$ cat config.mk
export PLATFORM = sky130hd
export DESIGN_NAME = zero_run_monitor
export DESIGN_NICKNAME = d
export VERILOG_FILES = /design/src/rtl/zero_run_monitor.sv
export SDC_FILE = /design/constraint.sdc
export NUM_CORES = 1
export LEC_CHECK = 0
export BUFFER_PORTS_ARGS = -buffer_cell sky130_fd_sc_hd__buf_2
export CORE_MARGIN = 10
export CORE_UTILIZATION = 40
export CTS_CLUSTER_SIZE = 12
export DETAILED_ROUTE_END_ITERATION = 10
export PLACE_DENSITY = 0.74
export RECOVER_POWER = 25
export SLEW_MARGIN = 25
export SYNTH_ARGS = -nofsm -noshare
export SYNTH_HDL_FRONTEND = slang
export SYNTH_SLANG_ARGS = --single-unit
$ cat constraint.sdc
create_clock -name clk -period 2.4 [get_ports clk]
set_input_delay 0.6 -clock clk [delete_from_list [all_inputs] [get_ports clk]]
set_output_delay 0.6 -clock clk [all_outputs]
set_load 0.005 [all_outputs]
$ cat src/rtl/zero_run_monitor.sv
// zero_run_monitor
//
// Registered zero-word monitor for datapath taps. For each word accepted on
// in_valid it reports, one cycle later, whether the word was nonzero, the
// length of the current run of consecutive all-zero words, and a saturating
// total of zero words. A sticky alarm rises when the run reaches RUN_THRESH.
//
// Optional feature macro: ZERO_RUN_LZC_EN
//   When defined, adds the lead_zeros output (leading-zero count of the last
//   accepted word; WIDTH for an all-zero word).
//
// Parameters:
//   WIDTH      - data word width (>= 1)
//   CNT_W      - width of run_len / zero_count (>= 1)
//   RUN_THRESH - zero-run length that sets run_alarm (1 .. 2^CNT_W-1)
//
// Ports:
//   clk        - clock, rising edge
//   rst_n      - asynchronous active-low reset
//   in_valid   - data_in is valid this cycle
//   data_in    - word under test
//   clear      - synchronous clear of run_alarm, run_len, zero_count
//   out_valid  - outputs reflect a word accepted in the previous cycle
//   is_nonzero - OR-reduction of the last accepted word
//   run_len    - consecutive zero words, saturating
//   zero_count - total zero words since reset/clear, saturating
//   run_alarm  - sticky; set when run_len reaches RUN_THRESH
//   lead_zeros - leading zeros of last accepted word (ZERO_RUN_LZC_EN only)
module zero_run_monitor #(
    parameter int WIDTH      = 8,
    parameter int CNT_W      = 8,
    parameter int RUN_THRESH = 4
) (
    input  logic                           clk,
    input  logic                           rst_n,
    input  logic                           in_valid,
    input  logic [WIDTH-1:0]               data_in,
    input  logic                           clear,
    output logic                           out_valid,
    output logic                           is_nonzero,
    output logic [CNT_W-1:0]               run_len,
    output logic [CNT_W-1:0]               zero_count,
`ifdef ZERO_RUN_LZC_EN
    output logic [$clog2(WIDTH+1)-1:0]     lead_zeros,
`endif
    output logic                           run_alarm
);

    localparam logic [CNT_W-1:0] THRESH = CNT_W'(RUN_THRESH);

    // Increment that sticks at all-ones instead of wrapping.
    function automatic logic [CNT_W-1:0] sat_inc(input logic [CNT_W-1:0] v);
        return (&v) ? v : v + CNT_W'(1);
    endfunction

`ifdef ZERO_RUN_LZC_EN
    localparam int LZ_W = $clog2(WIDTH + 1);

    // Scanning upward lets the highest set bit overwrite lower ones.
    function automatic logic [LZ_W-1:0] lzc(input logic [WIDTH-1:0] w);
        logic [LZ_W-1:0] n;
        n = LZ_W'(WIDTH);
        for (int i = 0; i < WIDTH; i++) begin
            if (w[i]) n = LZ_W'(WIDTH - 1 - i);
        end
        return n;
    endfunction

    logic [LZ_W-1:0] lz_next;
`endif

    logic             word_zero;
    logic [CNT_W-1:0] run_base, tot_base;
    logic [CNT_W-1:0] run_next, tot_next;
    logic             alarm_next;
    logic             nz_next;

    assign word_zero = ~|data_in;

    always_comb begin
        // A clear restarts both counters before the current word is counted.
        run_base   = clear ? '0 : run_len;
        tot_base   = clear ? '0 : zero_count;
        run_next   = run_base;
        tot_next   = tot_base;
        nz_next    = is_nonzero;
        alarm_next = clear ? 1'b0 : run_alarm;
`ifdef ZERO_RUN_LZC_EN
        lz_next    = lead_zeros;
`endif
        if (in_valid) begin
            nz_next = ~word_zero;
`ifdef ZERO_RUN_LZC_EN
            lz_next = lzc(data_in);
`endif
            if (word_zero) begin
                run_next = sat_inc(run_base);
                tot_next = sat_inc(tot_base);
                // Clear wins over an alarm the restarted run would trigger.
                if (!clear && run_next == THRESH) alarm_next = 1'b1;
            end else begin
                run_next = '0;
            end
        end
    end

    always_ff @(posedge clk or negedge rst_n) begin
        if (!rst_n) begin
            out_valid  <= 1'b0;
            is_nonzero <= 1'b0;
            run_len    <= '0;
            zero_count <= '0;
            run_alarm  <= 1'b0;
`ifdef ZERO_RUN_LZC_EN
            lead_zeros <= '0;
`endif
        end else begin
            out_valid  <= in_valid;
            is_nonzero <= nz_next;
            run_len    <= run_next;
            zero_count <= tot_next;
            run_alarm  <= alarm_next;
`ifdef ZERO_RUN_LZC_EN
            lead_zeros <= lz_next;
`endif
        end
    end

endmodule

==> results of run 1 <==
-- metal layers --
metal	track usage [%]	vias to the layer above	part of all wire, %
met3	2.721	4	5.7
met4	3.797	0	1.5
li1	-	480	-
met2	20.02	23	50
met1	12.34	487	43
met5	0	-	0
-- metrics by stage --
step           std cells  total power, W
4_1_cts              177       0.0005329
3_3_place_gp         173       0.0003624
2_1_floorplan        114       0.0003409
3_5_place_dp         173       0.0003635
6_report             177       0.0005307
5_1_grt              177       0.0005452
-- final timing paths --
path | from | slack, ns | cells after the start | to
setup / recovery | zero_count[0]$_DFF_PN0_ | 0.44 | 7 | zero_count[3]$_DFF_PN0_
hold / removal | rst_n | 0.44 | 1 | run_len[7]$_DFF_PN0_
setup reg to reg | zero_count[0]$_DFF_PN0_ | 0.44 | 7 | zero_count[3]$_DFF_PN0_
hold reg to reg | run_alarm$_DFF_PN0_ | 0.51 | 1 | run_alarm$_DFF_PN0_
max in group asynchronous | rst_n | 1.34 | 1 | run_len[2]$_DFF_PN0_
min in group clk | run_alarm$_DFF_PN0_ | 0.51 | 1 | run_alarm$_DFF_PN0_
-- cell type report --
cell class                 count  area [µm²]
clock buffer                   3       22.52
clock inverter                 1       5.005
fill                         260        1232
inverter                       4       16.27
multi-input combinational     88       593.1
sequential                    19       475.5
tap                           30       37.54
timing repair buffer          32       162.7
-- state kept, by name, summed over array words and instances (netlist names) --
signal / count
run_len: 8
zero_count: 8
out_valid: 1
run_alarm: 1
is_nonzero: 1
-- cells in the mapped netlist (all sizes together) --
library cell and n:
dfrtp 19, nor2 13, nand2 9, o21ai 8, a21oi 6, nand3 6, nor2b 6, nor3 5
xnor2 4, a31oi 3, inv 3, or3 3, a32o 2, buf 2, mux2 2, nand4b 2
nor3b 2, nor4 2, a21o 1, a22oi 1, a2bb2oi 1, and2b 1, and3 1, and4 1
clkbuf 1, clkinv 1, ha 1, nand2b 1, nand3b 1, nand4 1, o21bai 1, o221ai 1
o2bb2ai 1, or4 1, xor2 1
-- logic make-up (layout without fill, tap and decap cells) --
logic type,after synthesis,in the layout,share of synthesized area (%)
buf+inv,7,40,2.954
xor+xnor,5,5,3.977
flops,19,19,43.18
simple gates,55,55,31.02
mux,2,2,2.045
compound gates,25,25,15.68
fa+ha+maj,1,1,1.136
-- where the power goes --
part           internal (W)  switching (W)
Combinational     0.0000115      0.0000230
Sequential         0.000321    0.000000370
Clock             0.0000623       0.000113
==> report_table.html, run 1 <==
<table>
<tr><th>Metric</th><th>Value</th></tr>
<tr><th colspan="2">Run status</th></tr>
<tr><td>Outcome</td><td>completed</td></tr>
<tr><th colspan="2">Floorplanning</th></tr>
<tr><td>Top-level I/O count</td><td>31</td></tr>
<tr><td>Placeable core area</td><td>0.002545 mm²</td></tr>
<tr><td>Chip Height</td><td>72.47 µm</td></tr>
<tr><td>Width of the chip</td><td>72.47 µm</td></tr>
<tr><td>Number of placement rows</td><td>18</td></tr>
<tr><td>Area enclosed by the die boundary</td><td>0.005251 mm²</td></tr>
<tr><td>Starting density of the core</td><td>43.26%</td></tr>
<tr><th colspan="2">CTS</th></tr>
<tr><td>Clk sinks</td><td>19</td></tr>
<tr><td>Max clock buf depth</td><td>2</td></tr>
<tr><td>Number of cells upsized or downsized after cts</td><td>0</td></tr>
<tr><td>Clock buffer count from CTS</td><td>3</td></tr>
<tr><td>CTS tree</td><td>yes</td></tr>
<tr><td>Number of buffers inserted for hold repair after clock tree synthesis</td><td>0</td></tr>
<tr><td>Clock-pin transition on the worst setup and hold timing paths</td><td>0.12 ns</td></tr>
<tr><td>Number of buffers inserted by post-CTS setup repair</td><td>0</td></tr>
<tr><td>Clock H-tree levels</td><td>1</td></tr>
<tr><td>Clock Root Buffer</td><td>sky130_fd_sc_hd__clkbuf_4</td></tr>
<tr><td>Clock latency of the later-clocked register in the worst-skew pair</td><td>0.31 ns</td></tr>
<tr><th colspan="2">Logic synthesis</th></tr>
<tr><td>Post-synthesis cell count</td><td>114</td></tr>
<tr><td>Cells taking the most area after synthesis</td><td>sky130_fd_sc_hd__dfrtp_1, sky130_fd_sc_hd__nor2_1, sky130_fd_sc_hd__nor2b_1</td></tr>
<tr><td>Synth Net Count</td><td>127</td></tr>
<tr><td>Portion of the post-synthesis area used by sequential elements</td><td>43.18%</td></tr>
<tr><td>Yosys warning count</td><td>0</td></tr>
<tr><td>Synth unique cells</td><td>42</td></tr>
<tr><td>Mapped Avg Cell Area</td><td>9.658 µm²</td></tr>
<tr><td>Top cell type by total area after synthesis</td><td>sky130_fd_sc_hd__dfrtp_1</td></tr>
<tr><td>Area of the mapped netlist</td><td>0.001101 mm²</td></tr>
<tr><td>Seq cells post-synth</td><td>19</td></tr>
<tr><td>Area share of the leading cell type in the synthesized netlist</td><td>43.18%</td></tr>
<tr><th colspan="2">Cells and area</th></tr>
<tr><td>Final Util</td><td>51.57%</td></tr>
<tr><td>Most frequent standard cell in the layout excluding fill and tap cells</td><td>sky130_fd_sc_hd__buf_2</td></tr>
<tr><td>Fraction of final layout cells sized beyond drive strength 1</td><td>29.25%</td></tr>
<tr><td>Synth-to-layout area growth</td><td>19.20%</td></tr>
<tr><td>Number of nets in the final layout</td><td>161</td></tr>
<tr><td>Cell area after layout</td><td>0.001313 mm²</td></tr>
<tr><td>Number of antenna diodes</td><td>0</td></tr>
<tr><td>Highest-count cells in the layout ignoring fill and taps</td><td>sky130_fd_sc_hd__buf_2, sky130_fd_sc_hd__dfrtp_1, sky130_fd_sc_hd__nor2_1</td></tr>
<tr><th colspan="2">Power and ir drop</th></tr>
<tr><td>Total power density per cell area</td><td>404.4 mW/mm²</td></tr>
<tr><td>Worst-case vdd ir drop</td><td>227.3 µV</td></tr>
<tr><td>Cell leakage power</td><td>0.6069 nW</td></tr>
<tr><th colspan="2">Route</th></tr>
<tr><td>Drt first-iter violations</td><td>64</td></tr>
<tr><td>Average wire per cell in the routed design</td><td>16.06 µm</td></tr>
<tr><td>DR pass1 iterations</td><td>4</td></tr>
<tr><td>Routed via count divided by cell count</td><td>5.616</td></tr>
<tr><td>Via count</td><td>994</td></tr>
<tr><td>DR DRC count</td><td>0</td></tr>
<tr><td>Total wire length after detailed routing</td><td>2842 µm</td></tr>
<tr><td>Count of antenna-violating nets left after detailed routing</td><td>0</td></tr>
<tr><th colspan="2">Placed design</th></tr>
<tr><td>Placed instance area</td><td>0.001287 mm²</td></tr>
<tr><td>Placement-stage worst setup slack</td><td>0.1611 ns</td></tr>
<tr><td>Final GP Congestion</td><td>0.7849</td></tr>
<tr><td>HPWL Detailed</td><td>2187 µm</td></tr>
<tr><td>IO buf count</td><td>30</td></tr>
<tr><th colspan="2">Timing</th></tr>
<tr><td>Unrepaired setup endpoints after global routing</td><td>no</td></tr>
<tr><td>Hold Violations, Final</td><td>0</td></tr>
<tr><td>Worst-case hold slack</td><td>0.4378 ns</td></tr>
<tr><td>Number of pins with negative max-slew slack in the final report</td><td>0</td></tr>
<tr><td>Fmax achieved</td><td>509.5 MHz</td></tr>
<tr><td>Worst max-slew margin expressed relative to the limit</td><td>30.41%</td></tr>
<tr><td>Share of the cycle needed by the critical path after routing</td><td>81.78%</td></tr>
<tr><td>Fin Clk Skew</td><td>0.006772 ns</td></tr>
<tr><td>Min cycle time layout</td><td>1.963 ns</td></tr>
<tr><td>Number of setup violations in the final report</td><td>0</td></tr>
<tr><td>Crit path setup slack, layout</td><td>0.4373 ns</td></tr>
<tr><td>Post-Route Setup TNS</td><td>0 ns</td></tr>
<tr><td>Worst-margin pin slew</td><td>1.044 ns</td></tr>
<tr><th colspan="2">Flow run</th></tr>
<tr><td>Maximum capacitance violations</td><td>0</td></tr>
<tr><th colspan="2">Critical path</th></tr>
<tr><td>Type of element capturing the critical path</td><td>register</td></tr>
<tr><td>CP startpoint kind</td><td>register</td></tr>
<tr><td>Data required time at the worst endpoint</td><td>2.60 ns</td></tr>
<tr><td>Critical path's largest stage delay</td><td>0.43 ns</td></tr>
<tr><td>Data arrival time at the worst-slack endpoint</td><td>2.17 ns</td></tr>
<tr><td>Cell chain of the critical path</td><td>nor2b_1 -&gt; ha_1 -&gt; nand2_1 -&gt; nor3_2 -&gt; a31oi_4 -&gt; and4_4 -&gt; mux2_1</td></tr>
<tr><td>Gate family responsible for the most delay along the worst path</td><td>simple AND/OR/NAND/NOR gates</td></tr>
<tr><td>Critical path class</td><td>register to register</td></tr>
<tr><td>CP max stage cell</td><td>sky130_fd_sc_hd__dfrtp_1</td></tr>
<tr><td>Top fanout value on the critical path</td><td>4</td></tr>
<tr><td>Number of buffer and inverter stages on the critical path</td><td>0</td></tr>
<tr><th colspan="2">Global route</th></tr>
<tr><td>Via count of the first global-routing pass</td><td>1,046</td></tr>
<tr><td>Initial antenna violation count</td><td>0</td></tr>
<tr><td>Grt ovf</td><td>0</td></tr>
<tr><td>Largest net degree at the start of global routing</td><td>20</td></tr>
<tr><td>Global-route wire length before repair</td><td>4864 µm</td></tr>
<tr><td>Total routing usage reported by global routing</td><td>11.11%</td></tr>
<tr><th colspan="2">Hold path</th></tr>
<tr><td>Hold WC Path Type</td><td>input port to asynchronous set/reset pin</td></tr>
</table>
Power figures use the tool's default switching activity.
==> inputs of run 2 (changes only) <==
--- a/config.mk
+++ b/config.mk
@@ -10,7 +10,7 @@
 export CORE_UTILIZATION = 40
 export CTS_CLUSTER_SIZE = 12
 export DETAILED_ROUTE_END_ITERATION = 10
-export PLACE_DENSITY = 0.74
+export PLACE_DENSITY = 0.76
 export RECOVER_POWER = 25
 export SLEW_MARGIN = 25
 export SYNTH_ARGS = -nofsm -noshare
==> constraint.sdc (replaced) <==
create_clock -name clk -period 1.7 [get_ports clk]
set_input_delay 0.425 -clock clk [delete_from_list [all_inputs] [get_ports clk]]
set_output_delay 0.425 -clock clk [all_outputs]
set_load 0.005 [all_outputs]
==> run 2 against run 1 <==
  * Clock-buffer cell count is 1 higher
  * Highest routed layer unchanged
  * Worst setup slack worse by 0.40 ns
  * Final cell count grew 11%
  * Largest cell class unchanged
  * Register-to-register slack worse by 0.40 ns
  * Largest power group unchanged
  * Via count is 7.6% higher
  * Global-route usage grew 1.0 points
  * Critical endpoint unchanged
  * Die area did not move
  * Critical path type unchanged
  * Critical path depth is the same
  * Flip-flop and latch count unchanged
==> report_table.html, run 2 (synthesis gave the netlist of run 1 again) <==
<table>
<tr><th>Metric</th><th>Value</th></tr>
<tr><th colspan="2">Route</th></tr>
<tr><td>DR DRC count</td><td>0 (unchanged)</td></tr>
<tr><td>Routed via count divided by cell count</td><td>5.431 (-3.3%)</td></tr>
<tr><td>Drt first-iter violations</td><td>92 (+44%)</td></tr>
<tr><td>Count of antenna-violating nets left after detailed routing</td><td>0 (unchanged)</td></tr>
<tr><td>Via count</td><td>1,070 (+7.6%)</td></tr>
<tr><td>DR pass1 iterations</td><td>4 (unchanged)</td></tr>
<tr><td>Total wire length after detailed routing</td><td>2995 µm (+5.4%)</td></tr>
<tr><td>Average wire per cell in the routed design</td><td>15.20 µm (-5.3%)</td></tr>
<tr><th colspan="2">Global route</th></tr>
<tr><td>Initial antenna violation count</td><td>0 (unchanged)</td></tr>
<tr><td>Grt ovf</td><td>0 (unchanged)</td></tr>
<tr><td>Global-route wire length before repair</td><td>5306 µm (+9.1%)</td></tr>
<tr><td>Total routing usage reported by global routing</td><td>12.12% (+1.0 points)</td></tr>
<tr><td>Via count of the first global-routing pass</td><td>1,163 (+11%)</td></tr>
<tr><td>Largest net degree at the start of global routing</td><td>20 (unchanged)</td></tr>
<tr><th colspan="2">Floorplanning</th></tr>
<tr><td>Chip Height</td><td>72.47 µm (unchanged)</td></tr>
<tr><td>Placeable core area</td><td>0.002545 mm² (unchanged)</td></tr>
<tr><td>Number of placement rows</td><td>18 (unchanged)</td></tr>
<tr><td>Top-level I/O count</td><td>31 (unchanged)</td></tr>
<tr><td>Starting density of the core</td><td>43.26% (unchanged)</td></tr>
<tr><td>Width of the chip</td><td>72.47 µm (unchanged)</td></tr>
<tr><td>Area enclosed by the die boundary</td><td>0.005251 mm² (unchanged)</td></tr>
<tr><th colspan="2">Cells and area</th></tr>
<tr><td>Fill cell total of the finished layout</td><td>234 (-10%)</td></tr>
<tr><td>Number of nets in the final layout</td><td>181 (+12%)</td></tr>
<tr><td>Number of antenna diodes</td><td>0 (unchanged)</td></tr>
<tr><td>Fraction of final layout cells sized beyond drive strength 1</td><td>40.72% (+11 points)</td></tr>
<tr><td>Highest-count cells in the layout ignoring fill and taps</td><td>sky130_fd_sc_hd__buf_2, sky130_fd_sc_hd__buf_4, sky130_fd_sc_hd__dfrtp_1</td></tr>
<tr><td>Most frequent standard cell in the layout excluding fill and tap cells</td><td>sky130_fd_sc_hd__buf_2</td></tr>
<tr><td>Final Util</td><td>58.95% (+7.4 points)</td></tr>
<tr><td>Cell area after layout</td><td>0.001500 mm² (+14%)</td></tr>
<tr><td>Registers with the most flip-flops</td><td>run_len: 8 flops, zero_count: 8 flops</td></tr>
<tr><td>Synth-to-layout area growth</td><td>36.25%</td></tr>
<tr><th colspan="2">Run status</th></tr>
<tr><td>Outcome</td><td>completed</td></tr>
<tr><th colspan="2">Critical path</th></tr>
<tr><td>Top fanout value on the critical path</td><td>3 (-1)</td></tr>
<tr><td>Data arrival time at the worst-slack endpoint</td><td>1.85 ns (-0.32 ns)</td></tr>
<tr><td>Data required time at the worst endpoint</td><td>1.89 ns (-0.71 ns)</td></tr>
<tr><td>Type of element capturing the critical path</td><td>register</td></tr>
<tr><td>Slack of the worst reg-to-reg path</td><td>0.04 ns (-0.40 ns)</td></tr>
<tr><td>Critical path class</td><td>register to register</td></tr>
<tr><td>Beginning of the worst register-to-register path</td><td>zero_count[0]$_DFF_PN0_</td></tr>
<tr><td>Worst reg2reg path depth</td><td>7 (unchanged)</td></tr>
<tr><td>CP max stage cell</td><td>sky130_fd_sc_hd__dfrtp_1</td></tr>
<tr><td>Gate family responsible for the most delay along the worst path</td><td>simple AND/OR/NAND/NOR gates</td></tr>
<tr><td>Critical path's largest stage delay</td><td>0.41 ns (-0.02 ns)</td></tr>
<tr><td>CP startpoint kind</td><td>register</td></tr>
<tr><td>Cell chain of the critical path</td><td>nor2b_4 -&gt; ha_2 -&gt; nand2_2 -&gt; nor3_4 -&gt; a31oi_4 -&gt; and4_4 -&gt; mux2_4</td></tr>
<tr><td>Worst r2r dst</td><td>zero_count[3]$_DFF_PN0_</td></tr>
<tr><td>Number of buffer and inverter stages on the critical path</td><td>0 (unchanged)</td></tr>
<tr><th colspan="2">CTS</th></tr>
<tr><td>Clock latency of the later-clocked register in the worst-skew pair</td><td>0.30 ns (about the same)</td></tr>
<tr><td>Clock Root Buffer</td><td>sky130_fd_sc_hd__clkbuf_4</td></tr>
<tr><td>Clock H-tree levels</td><td>1 (unchanged)</td></tr>
<tr><td>Number of buffers inserted by post-CTS setup repair</td><td>0 (unchanged)</td></tr>
<tr><td>Clk sinks</td><td>19 (unchanged)</td></tr>
<tr><td>CTS tree</td><td>yes</td></tr>
<tr><td>Max clock buf depth</td><td>2 (unchanged)</td></tr>
<tr><td>Clock buffer count from CTS</td><td>3 (unchanged)</td></tr>
<tr><td>Clock-pin transition on the worst setup and hold timing paths</td><td>0.12 ns (about the same)</td></tr>
<tr><th colspan="2">Power and ir drop</th></tr>
<tr><td>Switching power as a share of total power</td><td>24.00% (-1.6 points)</td></tr>
<tr><td>Cell leakage power</td><td>0.7159 nW (+18%)</td></tr>
<tr><td>Worst-case vdd ir drop</td><td>385.4 µV (+70%)</td></tr>
<tr><td>Internal portion of total power</td><td>0.0005703 W (+44%)</td></tr>
<tr><td>Clock power frac</td><td>31.3% (-1.6 points)</td></tr>
<tr><td>Switching component of the power</td><td>0.0001801 W (+33%)</td></tr>
<tr><td>Power Total</td><td>0.0007504 W (+41%)</td></tr>
<tr><td>Gate power share</td><td>8.3% (+1.8 points)</td></tr>
<tr><td>Sequential cell fraction of total power</td><td>60.4% (-0.2 points)</td></tr>
<tr><td>Total power density per cell area</td><td>500.2 mW/mm² (+24%)</td></tr>
<tr><th colspan="2">Flow run</th></tr>
<tr><td>Maximum capacitance violations</td><td>0 (unchanged)</td></tr>
<tr><th colspan="2">Timing</th></tr>
<tr><td>Fin Clk Skew</td><td>0.01040 ns (+0.003626 ns)</td></tr>
<tr><td>Number of setup violations in the final report</td><td>0 (unchanged)</td></tr>
<tr><td>Number of pins with negative max-slew slack in the final report</td><td>0 (unchanged)</td></tr>
<tr><td>Worst max-slew margin expressed relative to the limit</td><td>30.92% (+0.51 points)</td></tr>
<tr><td>Fmax achieved</td><td>602.3 MHz (+18%)</td></tr>
<tr><td>Min cycle time layout</td><td>1.660 ns (-0.3024 ns)</td></tr>
<tr><td>Hold Violations, Final</td><td>0 (unchanged)</td></tr>
<tr><td>Unrepaired setup endpoints after global routing</td><td>yes</td></tr>
<tr><td>Share of the cycle needed by the critical path after routing</td><td>97.66% (+16 points)</td></tr>
<tr><td>Worst-margin pin slew</td><td>1.036 ns (-0.007596 ns)</td></tr>
<tr><th colspan="2">Placed design</th></tr>
<tr><td>Placed instance area</td><td>0.001475 mm² (+15%)</td></tr>
<tr><td>HPWL Detailed</td><td>2374 µm (+8.6%)</td></tr>
<tr><td>Final GP Congestion</td><td>0.8631 (+10%)</td></tr>
<tr><td>IO buf count</td><td>30 (unchanged)</td></tr>
<tr><th colspan="2">Hold path</th></tr>
<tr><td>Hold WC Path Type</td><td>input port to asynchronous set/reset pin</td></tr>
</table>
run 2: area by class of cell:
cell class | count | area (µm²) | area share (%)
multi-input cells | 88 | 618.1 | 41.20
well taps | 30 | 37.54 | 2.502
inverters | 4 | 16.27 | 1.084
clock buffers | 4 | 26.28 | 1.751
flip-flops and latches | 19 | 475.5 | 31.69
repair buffers | 52 | 326.6 | 21.77
run 2: repair_timing:
action	4_1_cts	5_1_grt
pin swaps	1	0
hold buffers	0	0
cloned	0	0
setup endpoints to repair	1	1
gates resized for setup	0	0
run 2: stage by stage:
| step | setup WS, ns | setup TNS [ns] | std cells | hold WS, ns |
|---|---|---|---|---|
| CTS | 0.02908 | 0 | 197 | 0.05573 |
| global placement | -0.1463 | -0.6631 | 193 | 0.3837 |
| global route | -0.05505 | -0.05505 | 197 | 0.3452 |
| finish | 0.03975 | 0 | 197 | 0.2667 |
| floorplan | -0.1755 | -0.2205 | 114 | 0.1294 |
| detailed placement | -0.2160 | -1.123 | 193 | 0.3959 |
run 2: worst reg2reg max path: stages, from the launching register on:
cell                      delay [ns]
sky130_fd_sc_hd__dfrtp_1        0.41
sky130_fd_sc_hd__nor2b_4        0.13
sky130_fd_sc_hd__ha_2           0.18
sky130_fd_sc_hd__nand2_2        0.09
sky130_fd_sc_hd__nor3_4         0.05
sky130_fd_sc_hd__a31oi_4        0.17
sky130_fd_sc_hd__and4_4         0.24
sky130_fd_sc_hd__mux2_4         0.29
run 2: routing by layer:
metal | share of wire, % | up-vias | global-route usage, %
met4 | 0.83 | 0 | 3.797
met1 | 42 | 517 | 13.80
met3 | 7.3 | 4 | 4.082
met2 | 50 | 32 | 20.80
met5 | 0 | - | 0
li1 | - | 517 | -
run 2: worst max path at each step:
stage | from | end | slack (ns) | cells past startpoint
finish | zero_count[0]$_DFF_PN0_ | zero_count[3]$_DFF_PN0_ | 0.04 | 7
global route | zero_count[0]$_DFF_PN0_ | zero_count[3]$_DFF_PN0_ | -0.06 | 7
CTS | zero_count[1]$_DFF_PN0_ | zero_count[3]$_DFF_PN0_ | 0.03 | 7
detailed placement | clear | zero_count[3]$_DFF_PN0_ | -0.22 | 8
global placement | clear | run_alarm$_DFF_PN0_ | -0.15 | 7
floorplan | clear | zero_count[3]$_DFF_PN0_ | -0.18 | 8
run 2: power groups by stage:
stage                     clock network (W)  registers (W)   logic, W
after detailed placement                  0       0.000462  0.0000633
after floorplan                           0       0.000463  0.0000231
final                              0.000235       0.000454  0.0000623
after CTS                          0.000246       0.000454  0.0000635
after global routing               0.000260       0.000454  0.0000694
after global placement                    0       0.000462  0.0000612
==> inputs of run 3 (changes only) <==
--- a/config.mk
+++ b/config.mk
@@ -10,7 +10,7 @@
 export CORE_UTILIZATION = 40
 export CTS_CLUSTER_SIZE = 12
 export DETAILED_ROUTE_END_ITERATION = 10
-export PLACE_DENSITY = 0.76
+export PLACE_DENSITY = 0.73
 export RECOVER_POWER = 25
 export SLEW_MARGIN = 25
 export SYNTH_ARGS = -nofsm -noshare
==> run 3 against run 2 <==
  * Via count rose by 1.6%
  * Routed wire length rose by 3.1%
  * Die area did not move
  * Final cell count did not move
  * Utilization fell by 0.34 points
  * Register-to-register slack barely moved
  * Final area fell by 0.58%
  * Non-clock buffer count did not move
  * Sequential share of layout area rose by 0.19 points
  * Power rose by 0.38%
==> report_table.html, run 3 (synthesis gave the netlist of run 1 again) <==
<table>
<tr><th>Metric</th><th>Value</th></tr>
<tr><th colspan="2">Floorplanning</th></tr>
<tr><td>Chip Height</td><td>72.47 µm (unchanged)</td></tr>
<tr><td>Width of the chip</td><td>72.47 µm (unchanged)</td></tr>
<tr><td>Placeable core area</td><td>0.002545 mm² (unchanged)</td></tr>
<tr><td>Number of placement rows</td><td>18 (unchanged)</td></tr>
<tr><td>Area enclosed by the die boundary</td><td>0.005251 mm² (unchanged)</td></tr>
<tr><td>Starting density of the core</td><td>43.26% (unchanged)</td></tr>
<tr><td>Top-level I/O count</td><td>31 (unchanged)</td></tr>
<tr><th colspan="2">Global route</th></tr>
<tr><td>Total routing usage reported by global routing</td><td>11.97% (-0.15 points)</td></tr>
<tr><td>Largest net degree at the start of global routing</td><td>20 (unchanged)</td></tr>
<tr><td>Via count of the first global-routing pass</td><td>1,151 (-1.0%)</td></tr>
<tr><td>Grt ovf</td><td>0 (unchanged)</td></tr>
<tr><td>Initial antenna violation count</td><td>0 (unchanged)</td></tr>
<tr><td>Global-route wire length before repair</td><td>5071 µm (-4.4%)</td></tr>
<tr><th colspan="2">Placed design</th></tr>
<tr><td>IO buf count</td><td>30 (unchanged)</td></tr>
<tr><td>HPWL Detailed</td><td>2432 µm (+2.4%)</td></tr>
<tr><td>Placed instance area</td><td>0.001455 mm² (-1.4%)</td></tr>
<tr><td>Placement-stage worst setup slack</td><td>-0.2039 ns (+0.01216 ns)</td></tr>
<tr><td>Final GP Congestion</td><td>0.8459 (-2.0%)</td></tr>
<tr><th colspan="2">Timing</th></tr>
<tr><td>Worst-case hold slack</td><td>0.2609 ns (-0.005829 ns)</td></tr>
<tr><td>Unrepaired setup endpoints after global routing</td><td>yes</td></tr>
<tr><td>Fmax achieved</td><td>600.0 MHz (-0.38%)</td></tr>
<tr><td>Worst max-slew margin expressed relative to the limit</td><td>31.05% (+0.14 points)</td></tr>
<tr><td>Number of pins with negative max-slew slack in the final report</td><td>0 (unchanged)</td></tr>
<tr><td>Number of setup violations in the final report</td><td>0 (unchanged)</td></tr>
<tr><td>Post-Route Setup TNS</td><td>0 ns (unchanged)</td></tr>
<tr><td>Share of the cycle needed by the critical path after routing</td><td>98.04% (+0.37 points)</td></tr>
<tr><td>Min cycle time layout</td><td>1.667 ns (+0.006346 ns)</td></tr>
<tr><td>Worst-margin pin slew</td><td>1.034 ns (-0.002025 ns)</td></tr>
<tr><td>Fin Clk Skew</td><td>0.01075 ns (+0.0003490 ns)</td></tr>
<tr><td>Hold Violations, Final</td><td>0 (unchanged)</td></tr>
<tr><td>Crit path setup slack, layout</td><td>0.03340 ns (-0.006346 ns)</td></tr>
<tr><th colspan="2">CTS</th></tr>
<tr><td>CTS tree</td><td>yes</td></tr>
<tr><td>Clock H-tree levels</td><td>1 (unchanged)</td></tr>
<tr><td>Clock latency of the later-clocked register in the worst-skew pair</td><td>0.31 ns (about the same)</td></tr>
<tr><td>Clock Root Buffer</td><td>sky130_fd_sc_hd__clkbuf_4</td></tr>
<tr><td>Number of cells upsized or downsized after cts</td><td>0 (unchanged)</td></tr>
<tr><td>Max clock buf depth</td><td>2 (unchanged)</td></tr>
<tr><td>Clock-pin transition on the worst setup and hold timing paths</td><td>0.12 ns (about the same)</td></tr>
<tr><td>Clock buffer count from CTS</td><td>3 (unchanged)</td></tr>
<tr><td>Clk sinks</td><td>19 (unchanged)</td></tr>
<tr><th colspan="2">Critical path</th></tr>
<tr><td>Critical path class</td><td>register to register</td></tr>
<tr><td>Data required time at the worst endpoint</td><td>1.91 ns (+0.02 ns)</td></tr>
<tr><td>Top fanout value on the critical path</td><td>3 (unchanged)</td></tr>
<tr><td>Data arrival time at the worst-slack endpoint</td><td>1.88 ns (+0.03 ns)</td></tr>
<tr><td>Type of element capturing the critical path</td><td>register</td></tr>
<tr><td>CP startpoint kind</td><td>register</td></tr>
<tr><th colspan="2">Power and ir drop</th></tr>
<tr><td>Internal portion of total power</td><td>0.0005656 W (-0.82%)</td></tr>
<tr><td>Clock power frac</td><td>32.1% (+0.8 points)</td></tr>
<tr><td>Total power density per cell area</td><td>505.0 mW/mm² (+0.97%)</td></tr>
<tr><td>Worst-case vdd ir drop</td><td>598.8 µV (+55%)</td></tr>
<tr><td>Switching power as a share of total power</td><td>24.91% (+0.91 points)</td></tr>
<tr><td>Sequential cell fraction of total power</td><td>60.2% (-0.2 points)</td></tr>
<tr><td>Gate power share</td><td>7.7% (-0.6 points)</td></tr>
<tr><td>Switching component of the power</td><td>0.0001876 W (+4.2%)</td></tr>
<tr><td>Cell leakage power</td><td>0.7135 nW (-0.34%)</td></tr>
<tr><th colspan="2">Cells and area</th></tr>
<tr><td>Highest-count cells in the layout ignoring fill and taps</td><td>sky130_fd_sc_hd__buf_2, sky130_fd_sc_hd__buf_4, sky130_fd_sc_hd__dfrtp_1</td></tr>
<tr><td>Cell area after layout</td><td>0.001491 mm² (-0.58%)</td></tr>
<tr><td>Fill cell total of the finished layout</td><td>227 (-3.0%)</td></tr>
<tr><td>Registers with the most flip-flops</td><td>run_len: 8 flops, zero_count: 8 flops</td></tr>
<tr><td>Number of antenna diodes</td><td>0 (unchanged)</td></tr>
<tr><td>Flip-flop and latch area</td><td>475.5 µm² (unchanged)</td></tr>
<tr><td>Fraction of final layout cells sized beyond drive strength 1</td><td>41.32% (+0.60 points)</td></tr>
<tr><td>Number of nets in the final layout</td><td>181 (unchanged)</td></tr>
<tr><td>Synth-to-layout area growth</td><td>35.45%</td></tr>
<tr><td>Area of combinational cells with multiple inputs</td><td>618.1 µm² (unchanged)</td></tr>
<tr><td>Most frequent standard cell in the layout excluding fill and tap cells</td><td>sky130_fd_sc_hd__buf_2</td></tr>
<tr><th colspan="2">Route</th></tr>
<tr><td>Met3 wire length</td><td>304 µm (+38%)</td></tr>
<tr><td>Top routing layer in use</td><td>met4</td></tr>
<tr><td>DR DRC count</td><td>0 (unchanged)</td></tr>
<tr><td>Routed met2 length</td><td>1569 µm (+5.5%)</td></tr>
<tr><td>Average wire per cell in the routed design</td><td>15.67 µm (+3.1%)</td></tr>
<tr><td>Routed via count divided by cell count</td><td>5.518 (+1.6%)</td></tr>
<tr><td>DR pass1 iterations</td><td>4 (unchanged)</td></tr>
<tr><td>Drt first-iter violations</td><td>74 (-20%)</td></tr>
<tr><td>Count of antenna-violating nets left after detailed routing</td><td>0 (unchanged)</td></tr>
<tr><td>Via count</td><td>1,087 (+1.6%)</td></tr>
<tr><td>Total wire length after detailed routing</td><td>3087 µm (+3.1%)</td></tr>
<tr><td>Sum of routed wire segments on met1</td><td>1176 µm (-6.7%)</td></tr>
<tr><th colspan="2">Run status</th></tr>
<tr><td>Outcome</td><td>completed</td></tr>
<tr><th colspan="2">Flow run</th></tr>
<tr><td>Maximum capacitance violations</td><td>0 (unchanged)</td></tr>
<tr><th colspan="2">Hold path</th></tr>
<tr><td>Hold WC Path Type</td><td>input port to asynchronous set/reset pin</td></tr>
</table>
## run 3: changes by cell type in the layout (fill, tap and decap cells not counted), sizes merged
cell and delta:
clkbuf -1, clkinvlp +1
## run 3: layout make-up
class                      instances  area share [%]
multi-input combinational         88           41.44
sequential                        19           31.88
timing repair buffer              52           21.06
tap                               30           2.517
clock buffer                       3           1.510
inverter                           4           1.091
clock inverter                     1          0.5034
## run 3: power by group through the flow
stage | Sequential [W] | Clock [W] | Combinational (W)
finish | 0.000454 | 0.000241 | 0.0000580
floorplan | 0.000463 | 0 | 0.0000231
detailed placement | 0.000462 | 0 | 0.0000591
global placement | 0.000462 | 0 | 0.0000579
global route | 0.000454 | 0.000279 | 0.0000636
CTS | 0.000454 | 0.000253 | 0.0000591
## run 3: repair_timing
| action | in CTS | in global routing |
|---|---|---|
| setup endpoints to repair | 1 | 1 |
| endpoints found under the hold margin | 0 | 0 |
| hold buffers | 0 | 0 |
| setup buffers | 0 | 1 |
| cloned | 0 | 0 |
| pin swaps | 1 | 0 |
## run 3: worst max-delay path, cell delays in order (launching register included)
cell                      delay [ns]
sky130_fd_sc_hd__dfrtp_1        0.42
sky130_fd_sc_hd__nor2b_4        0.14
sky130_fd_sc_hd__ha_2           0.19
sky130_fd_sc_hd__nand2_2        0.08
sky130_fd_sc_hd__nor3_4         0.05
sky130_fd_sc_hd__a31oi_4        0.17
sky130_fd_sc_hd__and4_4         0.24
sky130_fd_sc_hd__mux2_4         0.29
## run 3: layer usage
layer / global-route usage (%) / vias to the layer above
met5: 0 / -
met4: 4.430 / 0
met2: 21.57 / 40
met3: 6.259 / 4
met1: 11.24 / 525
li1: - / 518
## run 3: path summary, 6_finish.rpt
kind                            cells past startpoint                       to                     from  slack [ns]
worst max-delay path                                7  zero_count[3]$_DFF_PN0_  zero_count[0]$_DFF_PN0_        0.03
worst min-delay path                                1     run_len[2]$_DFF_PN0_                    rst_n        0.26
worst max register to register                      7  zero_count[3]$_DFF_PN0_  zero_count[0]$_DFF_PN0_        0.03
worst min register to register                      1      run_alarm$_DFF_PN0_      run_alarm$_DFF_PN0_        0.49
max in group asynchronous                           1     run_len[6]$_DFF_PN0_                    rst_n        0.81
min in group clk                                    2      out_valid$_DFF_PN0_                 in_valid        0.40
## run 3: metrics by stage
step	power, W	utilization [%]	cells
3_5_place_dp	0.0005216	57.18	192
3_3_place_gp	0.0005204	57.18	192
6_report	0.0007532	58.60	197
4_1_cts	0.0007662	58.36	196
2_1_floorplan	0.0004860	-	114
5_1_grt	0.0007962	58.60	197
